<file path="src/rtl/cu_pkg.sv">
// ---------------------------------------------------------------------------
// cu_pkg
// Shared types and constants for the multi-cycle control unit.
//   state_t        : sequencing states of the control FSM
//   instr_class_t  : coarse instruction class produced by the decoder
//   ctrl_word_t    : datapath select word captured once per instruction
//   FUNC_* / OP_*  : R-type function codes and I-type opcodes
//   ALU_*          : ALU operation codes (ALU_NOP is all-ones = pass)
// ---------------------------------------------------------------------------
package cu_pkg;

    typedef enum logic [2:0] {
        ST_FETCH,
        ST_DECODE,
        ST_EXEC,
        ST_MEM,
        ST_WB,
        ST_HALT
    } state_t;

    typedef enum logic [2:0] {
        CL_NOP,
        CL_ALU,
        CL_LOAD,
        CL_STORE,
        CL_BRANCH,
        CL_IO,
        CL_ILLEGAL
    } instr_class_t;

    // R-type function field values (bit INSTR_W-1 = 0)
    localparam int FUNC_NOP = 0;
    localparam int FUNC_ADD = 1;
    localparam int FUNC_SUB = 2;
    localparam int FUNC_AND = 3;
    localparam int FUNC_OR  = 4;
    localparam int FUNC_XOR = 5;
    localparam int FUNC_SLT = 6;

    // I-type opcode field values (bit INSTR_W-1 = 1)
    localparam int OP_ADDI  = 0;
    localparam int OP_LOAD  = 1;
    localparam int OP_STORE = 2;
    localparam int OP_BEQ   = 3;
    localparam int OP_LI    = 4;
    localparam int OP_SEG   = 5;
    localparam int OP_LED   = 6;

    // ALU operation codes; ALU_NOP is -1 so a sized cast gives all-ones at any width
    localparam int ALU_ADD = 0;
    localparam int ALU_SUB = 1;
    localparam int ALU_AND = 2;
    localparam int ALU_OR  = 3;
    localparam int ALU_XOR = 4;
    localparam int ALU_SLT = 5;
    localparam int ALU_NOP = -1;

    // Datapath select word; segWe/ledWe mark which display an IO instruction writes
    typedef struct packed {
        logic       imaddSl;
        logic       rbData1Sl;
        logic [1:0] rbDatainSl;
        logic [1:0] aluDataSl;
        logic [1:0] segSl;
        logic [1:0] ledSl;
        logic       segWe;
        logic       ledWe;
    } ctrl_word_t;

endpackage

</file>
<file path="src/rtl/control_decode.sv">
// ---------------------------------------------------------------------------
// control_decode
// Pure combinational instruction classifier. Maps one fetched instruction to
// its class, the datapath select word and the ALU operation.
//   instr_i  in   INSTR_W   instruction from instruction memory
//   class_o  out  class     NOP / ALU / LOAD / STORE / BRANCH / IO / ILLEGAL
//   ctrl_o   out  struct    register-bank, ALU, 7-seg and LED selects
//   aluOp_o  out  ALU_OP_W  ALU operation, all-ones for pass/no-op
// Select encodings: rbDatainSl 0=ALU 1=memory 2=immediate; aluDataSl 0=reg 1=imm;
// segSl/ledSl 1=register read port; imaddSl 1=branch target.
// ---------------------------------------------------------------------------
module control_decode
    import cu_pkg::*;
#(
    parameter int INSTR_W  = 16,
    parameter int FUNC_W   = 9,
    parameter int OP_W     = 4,
    parameter int ALU_OP_W = 4
) (
    input  logic [INSTR_W-1:0]  instr_i,
    output instr_class_t        class_o,
    output ctrl_word_t          ctrl_o,
    output logic [ALU_OP_W-1:0] aluOp_o
);

    logic [FUNC_W-1:0] func;
    logic [OP_W-1:0]   opcode;
    logic              unusedInstrBits;

    assign func   = instr_i[INSTR_W-2 -: FUNC_W];
    assign opcode = instr_i[INSTR_W-2 -: OP_W];

    // Low operand bits are consumed by the datapath, not by the controller
    assign unusedInstrBits = ^instr_i[INSTR_W-2-FUNC_W:0];

    // Classify the instruction; anything not listed decodes as ILLEGAL
    always_comb begin
        class_o = CL_ILLEGAL;
        ctrl_o  = '0;
        aluOp_o = ALU_OP_W'(ALU_NOP);
        if (!instr_i[INSTR_W-1]) begin
            case (func)
                FUNC_W'(FUNC_NOP): class_o = CL_NOP;
                FUNC_W'(FUNC_ADD): begin
                    class_o = CL_ALU;
                    aluOp_o = ALU_OP_W'(ALU_ADD);
                end
                FUNC_W'(FUNC_SUB): begin
                    class_o = CL_ALU;
                    aluOp_o = ALU_OP_W'(ALU_SUB);
                end
                FUNC_W'(FUNC_AND): begin
                    class_o = CL_ALU;
                    aluOp_o = ALU_OP_W'(ALU_AND);
                end
                FUNC_W'(FUNC_OR): begin
                    class_o = CL_ALU;
                    aluOp_o = ALU_OP_W'(ALU_OR);
                end
                FUNC_W'(FUNC_XOR): begin
                    class_o = CL_ALU;
                    aluOp_o = ALU_OP_W'(ALU_XOR);
                end
                FUNC_W'(FUNC_SLT): begin
                    class_o = CL_ALU;
                    aluOp_o = ALU_OP_W'(ALU_SLT);
                end
                default: class_o = CL_ILLEGAL;
            endcase
        end else begin
            case (opcode)
                OP_W'(OP_ADDI): begin
                    class_o          = CL_ALU;
                    aluOp_o          = ALU_OP_W'(ALU_ADD);
                    ctrl_o.aluDataSl = 2'd1;
                end
                OP_W'(OP_LOAD): begin
                    class_o           = CL_LOAD;
                    aluOp_o           = ALU_OP_W'(ALU_ADD);
                    ctrl_o.aluDataSl  = 2'd1;
                    ctrl_o.rbDatainSl = 2'd1;
                end
                OP_W'(OP_STORE): begin
                    class_o          = CL_STORE;
                    aluOp_o          = ALU_OP_W'(ALU_ADD);
                    ctrl_o.aluDataSl = 2'd1;
                    ctrl_o.rbData1Sl = 1'b1;
                end
                OP_W'(OP_BEQ): begin
                    class_o        = CL_BRANCH;
                    aluOp_o        = ALU_OP_W'(ALU_SUB);
                    ctrl_o.imaddSl = 1'b1;
                end
                OP_W'(OP_LI): begin
                    class_o           = CL_ALU;
                    ctrl_o.rbDatainSl = 2'd2;
                end
                OP_W'(OP_SEG): begin
                    class_o      = CL_IO;
                    ctrl_o.segSl = 2'd1;
                    ctrl_o.segWe = 1'b1;
                end
                OP_W'(OP_LED): begin
                    class_o      = CL_IO;
                    ctrl_o.ledSl = 2'd1;
                    ctrl_o.ledWe = 1'b1;
                end
                default: class_o = CL_ILLEGAL;
            endcase
        end
    end

endmodule

</file>
<file path="src/rtl/multicycle_control_unit.sv">
// ---------------------------------------------------------------------------
// multicycle_control_unit
// Multi-cycle FETCH/DECODE/EXEC/MEM/WB sequencer for the lab datapath.
//   clk, rst_n          clock, synchronous active-low reset
//   stall               freeze FSM/counters, suppress strobes
//   im_req/im_valid/instr         instruction-memory handshake
//   ir_we, pc_we, rb_we, seg_we, led_we   one-cycle write strobes
//   branch, imadd_sl, rb_data1_sl, rb_datain_sl, alu_data_sl,
//   alu_op, seg_sl, led_sl        datapath selects, stable DECODE..WB
//   dm_req/dm_we/dm_ready         data-memory handshake
//   illegal, bus_err              sticky error flags
//   halted                        FSM parked in HALT until reset
// ---------------------------------------------------------------------------
module multicycle_control_unit
    import cu_pkg::*;
#(
    parameter int INSTR_W     = 16,
    parameter int FUNC_W      = 9,
    parameter int OP_W        = 4,
    parameter int ALU_OP_W    = 4,
    parameter int MEM_TIMEOUT = 15
) (
    input  logic                clk,
    input  logic                rst_n,
    input  logic                stall,
    output logic                im_req,
    input  logic                im_valid,
    input  logic [INSTR_W-1:0]  instr,
    output logic                ir_we,
    output logic                pc_we,
    output logic                branch,
    output logic                imadd_sl,
    output logic                rb_data1_sl,
    output logic [1:0]          rb_datain_sl,
    output logic [1:0]          alu_data_sl,
    output logic [ALU_OP_W-1:0] alu_op,
    output logic                rb_we,
    output logic                dm_req,
    output logic                dm_we,
    input  logic                dm_ready,
    output logic [1:0]          seg_sl,
    output logic                seg_we,
    output logic [1:0]          led_sl,
    output logic                led_we,
    output logic                illegal,
    output logic                bus_err,
    output logic                halted
);

    localparam int CNT_W = $clog2(MEM_TIMEOUT + 1);

    instr_class_t        decClass;
    ctrl_word_t          decCtrl;
    logic [ALU_OP_W-1:0] decAluOp;

    state_t              state_q, state_d;
    instr_class_t        class_q;
    ctrl_word_t          ctrl_q;
    logic [ALU_OP_W-1:0] aluOp_q;
    logic [CNT_W-1:0]    memCount_q;
    logic [CNT_W-1:0]    memCountInc;
    logic                memTimeout;
    logic                illegal_q, busErr_q, halted_q;
    logic                imReq_q, dmReq_q, dmWe_q;
    logic                pcWe_q, rbWe_q, segWe_q, ledWe_q, branch_q;

    control_decode #(
        .INSTR_W (INSTR_W),
        .FUNC_W  (FUNC_W),
        .OP_W    (OP_W),
        .ALU_OP_W(ALU_OP_W)
    ) uDecode (
        .instr_i (instr),
        .class_o (decClass),
        .ctrl_o  (decCtrl),
        .aluOp_o (decAluOp)
    );

    // Next-state logic. The timeout fires on the MEM_TIMEOUT-th wait cycle,
    // and a dm_ready arriving on that same cycle still completes the access.
    always_comb begin
        memCountInc = memCount_q + CNT_W'(1);
        memTimeout  = (memCountInc == CNT_W'(MEM_TIMEOUT));
        state_d     = state_q;
        case (state_q)
            ST_FETCH:  if (im_valid) state_d = ST_DECODE;
            ST_DECODE: state_d = (class_q == CL_ILLEGAL) ? ST_HALT : ST_EXEC;
            ST_EXEC:   state_d = (class_q == CL_LOAD || class_q == CL_STORE) ? ST_MEM : ST_WB;
            ST_MEM: begin
                if (dm_ready)        state_d = ST_WB;
                else if (memTimeout) state_d = ST_HALT;
            end
            ST_WB:     state_d = ST_FETCH;
            ST_HALT:   state_d = ST_HALT;
            default:   state_d = ST_FETCH;
        endcase
    end

    // FSM state, captured instruction controls, timeout counter, sticky flags
    // and registered outputs. Outputs are computed from the next state so they
    // line up with the state they belong to; stall simply skips the update.
    always_ff @(posedge clk) begin
        if (!rst_n) begin
            state_q    <= ST_FETCH;
            class_q    <= CL_NOP;
            ctrl_q     <= '0;
            aluOp_q    <= ALU_OP_W'(ALU_NOP);
            memCount_q <= '0;
            illegal_q  <= 1'b0;
            busErr_q   <= 1'b0;
            halted_q   <= 1'b0;
            imReq_q    <= 1'b1;
            dmReq_q    <= 1'b0;
            dmWe_q     <= 1'b0;
            pcWe_q     <= 1'b0;
            rbWe_q     <= 1'b0;
            segWe_q    <= 1'b0;
            ledWe_q    <= 1'b0;
            branch_q   <= 1'b0;
        end else if (!stall) begin
            state_q    <= state_d;
            memCount_q <= (state_q == ST_MEM) ? memCountInc : '0;

            imReq_q  <= (state_d == ST_FETCH);
            dmReq_q  <= (state_d == ST_MEM);
            dmWe_q   <= (state_d == ST_MEM) && (class_q == CL_STORE);
            halted_q <= (state_d == ST_HALT);
            pcWe_q   <= (state_d == ST_WB);
            rbWe_q   <= (state_d == ST_WB) && (class_q == CL_ALU || class_q == CL_LOAD);
            segWe_q  <= (state_d == ST_WB) && ctrl_q.segWe;
            ledWe_q  <= (state_d == ST_WB) && ctrl_q.ledWe;
            branch_q <= (state_d == ST_WB) && (class_q == CL_BRANCH);

            if (state_q == ST_DECODE && class_q == CL_ILLEGAL) begin
                illegal_q <= 1'b1;
            end
            if (state_q == ST_MEM && !dm_ready && memTimeout) begin
                busErr_q <= 1'b1;
            end

            if (state_q == ST_FETCH && im_valid) begin
                class_q <= decClass;
                ctrl_q  <= decCtrl;
                aluOp_q <= decAluOp;
            end else if (state_d == ST_FETCH || state_d == ST_HALT) begin
                class_q <= CL_NOP;
                ctrl_q  <= '0;
                aluOp_q <= ALU_OP_W'(ALU_NOP);
            end
        end
    end

    // The fetch request is held low while reset is asserted; ir_we follows
    // im_valid in the same cycle so the datapath latches the word it is given.
    // Write strobes are masked by stall and fire on the first unstalled WB cycle.
    assign im_req       = imReq_q && rst_n;
    assign ir_we        = (state_q == ST_FETCH) && im_valid && !stall && rst_n;
    assign pc_we        = pcWe_q && !stall;
    assign rb_we        = rbWe_q && !stall;
    assign seg_we       = segWe_q && !stall;
    assign led_we       = ledWe_q && !stall;
    assign branch       = branch_q;
    assign dm_req       = dmReq_q;
    assign dm_we        = dmWe_q;
    assign halted       = halted_q;
    assign illegal      = illegal_q;
    assign bus_err      = busErr_q;
    assign imadd_sl     = ctrl_q.imaddSl;
    assign rb_data1_sl  = ctrl_q.rbData1Sl;
    assign rb_datain_sl = ctrl_q.rbDatainSl;
    assign alu_data_sl  = ctrl_q.aluDataSl;
    assign seg_sl       = ctrl_q.segSl;
    assign led_sl       = ctrl_q.ledSl;
    assign alu_op       = aluOp_q;

endmodule

</file>
<file path="config.mk">
export PLATFORM = sky130hd
export DESIGN_NAME = multicycle_control_unit
export DESIGN_NICKNAME = d
export VERILOG_FILES = /design/src/rtl/cu_pkg.sv /design/src/rtl/control_decode.sv /design/src/rtl/multicycle_control_unit.sv
export SDC_FILE = /design/constraint.sdc
export NUM_CORES = 1
export LEC_CHECK = 0
export CORE_UTILIZATION = 35
export DETAILED_ROUTE_END_ITERATION = 8
export PLACE_DENSITY = 0.6
export SLEW_MARGIN = 40
export SYNTH_ARGS = -nofsm -noshare
export SYNTH_HDL_FRONTEND = slang
export SYNTH_HIERARCHICAL = 1
export SYNTH_SLANG_ARGS = --single-unit
</file>
<file path="constraint.sdc">
create_clock -name clk -period 4.95 [get_ports clk]
set_clock_uncertainty 0.15 [all_clocks]
set_input_delay 0.495 -clock clk [delete_from_list [all_inputs] [get_ports clk]]
set_output_delay 0.495 -clock clk [all_outputs]
set_load 0.01 [all_outputs]
</file>
Word level (Yosys, flattened, before mapping)
Cells that the tools add are included.
{"block": "word_totals", "register_bits": 37, "out_inout_bits": 26}
{"block": "classes", "addsub": 1, "eq_ne": 25, "muxes": 28, "n_bitwise": 1, "n_reduce_logical": 33}
{"cell": "$mux 12", "count": 3}
{"cell": "$pmux 3 s5", "count": 2}
{"cell": "$eq 9x3->1 const B", "count": 3}
{"cell": "$mux 3", "count": 8}
{"cell": "$pmux 4 s6", "count": 1}
{"cell": "$eq 9x2->1 const B", "count": 2}
{"cell": "$logic_and 1x1->1", "count": 16}
{"cell": "$mux 4", "count": 4}
{"cell": "$eq 3x2->1 const B", "count": 5}
{"cell": "$eq 3x3->1 const B", "count": 5}
{"cell": "$eq 4x3->1 const B", "count": 3}
{"cell": "$eq 9x1->1 const B", "count": 1}
{"cell": "$logic_not 9->1", "count": 1}
{"cell": "$eq 4x2->1 const B", "count": 2}
{"cell": "$pmux 4 s2", "count": 1}
{"cell": "$mux 1", "count": 7}
{"cell": "$eq 3x1->1 const B", "count": 2}
{"cell": "$logic_not 3->1", "count": 2}
{"cell": "$pmux 3 s2", "count": 1}
{"cell": "$reduce_and 2->1", "count": 3}
{"cell": "$reduce_or 6->1", "count": 1}
{"cell": "$add 4x1->4 const B", "count": 1}
{"cell": "$eq 4x1->1 const B", "count": 1}
{"cell": "$eq 4x4->1 const B", "count": 1}
{"cell": "8 further kinds", "count": 12}

Longest topological paths before layout
{"block": "depth", "word_depth": 9, "ltp_mapped": 9}

By module
Netlist, hierarchy kept.
{"mod": "multicycle_control_unit", "instances": 1, "cells_each": 188, "area_per_inst_um2": 1765.4}
{"mod": "control_decode", "instances": 1, "cells_each": 40, "area_per_inst_um2": 257.7}

Worst setup path before layout
No wires, ideal clock.
{"block": "synth_path", "path_kind": "input to output", "start": "input stall", "end": "output ir_we", "arrival_time_ns": 1.554, "t_required_ns": 4.305, "path_slack_ns": 2.751, "cell_stages": 4, "path_buffers": 1, "path_cell_list": "inv_1 > nand2_1 > nor4_1 > buf_2"}
{"block": "synth_via", "elab_chain_cells": 3}
{"item": "from (decl)", "line": "multicycle_control_unit.sv:25", "text": "input logic stall,"}
{"item": "$logic_not 1->1", "line": "multicycle_control_unit.sv:157", "text": "assign ir_we = (state_q == ST_FETCH) && im_valid && !stall && rst_n;"}
{"item": "$logic_and 1x1->1 (2 in a row)", "line": "multicycle_control_unit.sv:157"}
{"item": "to (decl)", "line": "multicycle_control_unit.sv:29", "text": "output logic ir_we,"}
Every way passes these cells.

Worst setup path after layout
{"block": "layout_path", "start": "input rst_n", "end": "output ir_we"}
{"block": "layout_via", "elab_chain_cells": 1}
{"item": "from (decl)", "line": "multicycle_control_unit.sv:24", "text": "input logic rst_n,"}
{"item": "$logic_and 1x1->1", "line": "multicycle_control_unit.sv:157"}
Every way passes these cells.

==> results.cfg <==
[finish]
drive_gt1_share_pct = 8.91
area_delta_synth_final_pct = 23.1
fin_area_um2 = 2490
finish.net_count = 280
antenna_cells = 0
instances_no_fill = 330

[placed_design]
pre_cts_ws_ns = 1.92
post_dp_cell_area_um2 = 2400
dpl.cell_count = 322
dp_hpwl_um = 2990
port_buffers = 40
gp_congestion = 0.797

[timing]
setup_viol = 0
period_share_pct = 62.1
period_needed_ns = 3.07
rsz0062_at_grt = no
hold_viol_final = 0
setup_ws_ns = 1.88
slew_viol_final = 0
fmax_mhz = 325
setup_tns_ns = 0

[detailed_routing]
first_pass_iters = 4
drtIter0Drc = 64
vias = 1687
route.met3.wl_um = 185
ant_nets = 0
wl_per_cell_um = 13.0
via_per_inst = 5.11
topRoutingLayerUsed = met4
drc = 0
met2_length_um = 1980
wl_met1_um = 2050
routed_wl_um = 4290

[power]
p_clk_share_pct = 34.3
p_sw_uw = 171
p_comb_share_pct = 14.9
finalPower_uw = 619
power.density_nw_per_um2 = 249
peakVddDrop_v = 0.000154
intPower_uw = 448
p_leak_nw = 0.919
seqPwrFrac_pct = 50.8
p_sw_share_pct = 27.6

[yosys]
syn_area_per_cell_um2 = 8.87
synthArstFlopShare_pct = 0
yosysTopAreaCellShare_pct = 36.6
ys_seq_elements = 37
ys_seq_area_share_pct = 36.6
synth_area_um2 = 2020
ys_warn_count = 6
synthTopCellsByArea = dfxtp_1 (37%), a22o_1 (6.5%), buf_4 (4.8%)
synth_cell_types = 56
synthFlopType = dfxtp_1
synth_top_area_cell = dfxtp_1
syn_inst = 228
synth_edf_count = 0

[critical_path]
critical_path_class = primary input to primary output
crit_slowest_cell = clkdlybuf4s50_1
worst_setup_path_end_kind = primary output
start_kind = primary input
critPathArrivalTime_ns = 2.43
cp_top_family = buffers and inverters
path_max_fanout = 26
cp_cell_sequence = clkdlybuf4s50_1 -> buf_4 -> nand2_1 -> nor4_2 -> buf_4 -> clkdlybuf4s50_1
slowest_delay_ns = 0.56
cp-startpoint = rst_n
critical_path_required_ns = 4.30
path_buf_inv = 4
timing.rr.start = memCount_q[0]$_SDFFE_PN0N_

[worst_hold_path]
hp-class = register to register
min_from = bus_err$_SDFFE_PN0P_

[clock_network]
cts_root_buffer = clkbuf_8
cts_buffer_depth = 2
htree_levels = 2
cts_sinks = 37
numCtsBuffers = 5
cts_resized = 0
cts_hold_repair.buffers = 0
cts_tree = built
clock_latency_ns = 0.29
postCtsSetupRepairBufs = 0
path_clk_slew_ns = 0.07

[floorplan]
fp.dieH_um = 78.0
row_count = 27
die_area_um2 = 6090
io_pins = 47
die_x_um = 78.0
initial_core_util_pct = 36.5
coreArea_um2 = 5540

[global_routing]
grt_pass1_wl_um = 7380
grt_pass1_vias = 1521
grt.overflow.total = 0
grt_max_degree = 31
antenna_found_initial = 0
grt_usage_pct = 15.3

[status]
status = finished clean

[run]
cap_viol_max_count = 0
[cell usage in the layout (no fill, tap or decap), drive strengths merged, types with 4 or more instances in the layout]
master	count
a21oi	8
a22o	15
a31oi	5
a32o	5
and2	9
clkbuf	6
clkdlybuf4s50	40
dfxtp	37
inv	4
mux2i	4
nand2	19
nand3b	6
nor2	19
nor2b	15
nor3	5
o21ai	10
[metrics by stage]
step	util (%)	hold slack (ns)
6_report	44.9	0.318
3_5_place_dp	43.4	0.308
3_3_place_gp	43.4	0.301
2_1_floorplan	-	0.293
4_1_cts	44.9	0.325
5_1_grt	44.9	0.340
[flip-flops by register name, indices dropped and copies added, names as in the netlist, 2 cells and up]
signal / cells
ctrl_q: 2
alu_op: 4
alu_data_sl: 2
memCount_q: 4
class_q: 3
led_sl: 2
seg_sl: 2
rb_datain_sl: 2
state_q: 3
[kinds of logic after synthesis]
family	after synthesis	synth area share, %
buffers and inverters	27	8.04
other	1	0.185
AO/OA/AOI/OAI	62	24.0
XOR/XNOR	1	0.433
AND/OR/NAND/NOR	94	27.5
multiplexers	4	1.98
flip-flops	37	36.6
adder cells (fa/ha/maj)	2	1.24
[power groups by stage]
stage	registers, mW	clock network (mW)	logic, mW
after detailed placement	0.321	0	0.0929
after global routing	0.315	0.235	0.101
after CTS	0.314	0.219	0.0933
after global placement	0.321	0	0.0926
after floorplan	0.316	0	0.0662
final	0.314	0.212	0.0924
[cells in the mapped netlist (all sizes together), types with 2 or more instances]
master,number
mux2i,4
o21bai,2
nor4,2
nand2b,3
nor4bb,2
ha,2
buf,18
a32o,5
or3,2
and2,9
a21oi,8
o21a,2
nor3,5
clkbuf,5
dfxtp,37
nand3b,6
a21boi,3
nand3,2
a22o,15
inv,4
a31oi,5
nor2,19
nor2b,15
nand2,19
or2b,2
o21ai,10
[per-layer routing]
layer	global-route usage, %	up-vias
li1	-	865
met1	19.2	784
met2	24.8	31
met3	4.19	7
met4	6.11	0
met5	0	-
[cell type report]
| cell class | instances | area (um^2) |
|---|---|---|
| clock inverters | 2 | 15.0 |
| flip-flops and latches | 37 | 741 |
| fillers | 562 | 3050 |
| multi-input cells | 166 | 1130 |
| inverters | 4 | 15.0 |
| repair buffers | 43 | 423 |
| clock buffers | 6 | 72.6 |
| well taps | 72 | 90.1 |
[worst paths after layout]
| kind | to | slack [ns] | cells past startpoint |
|---|---|---|---|
| hold reg to reg | bus_err$_SDFFE_PN0P_ | 0.32 | 1 |
| hold / removal | bus_err$_SDFFE_PN0P_ | 0.32 | 1 |
| setup / recovery | ir_we | 1.88 | 6 |
| setup reg to reg | ctrl_q[1]$_SDFFE_PN0P_ | 2.66 | 7 |
No activity file was read; power rests on OpenSTA's default activity.
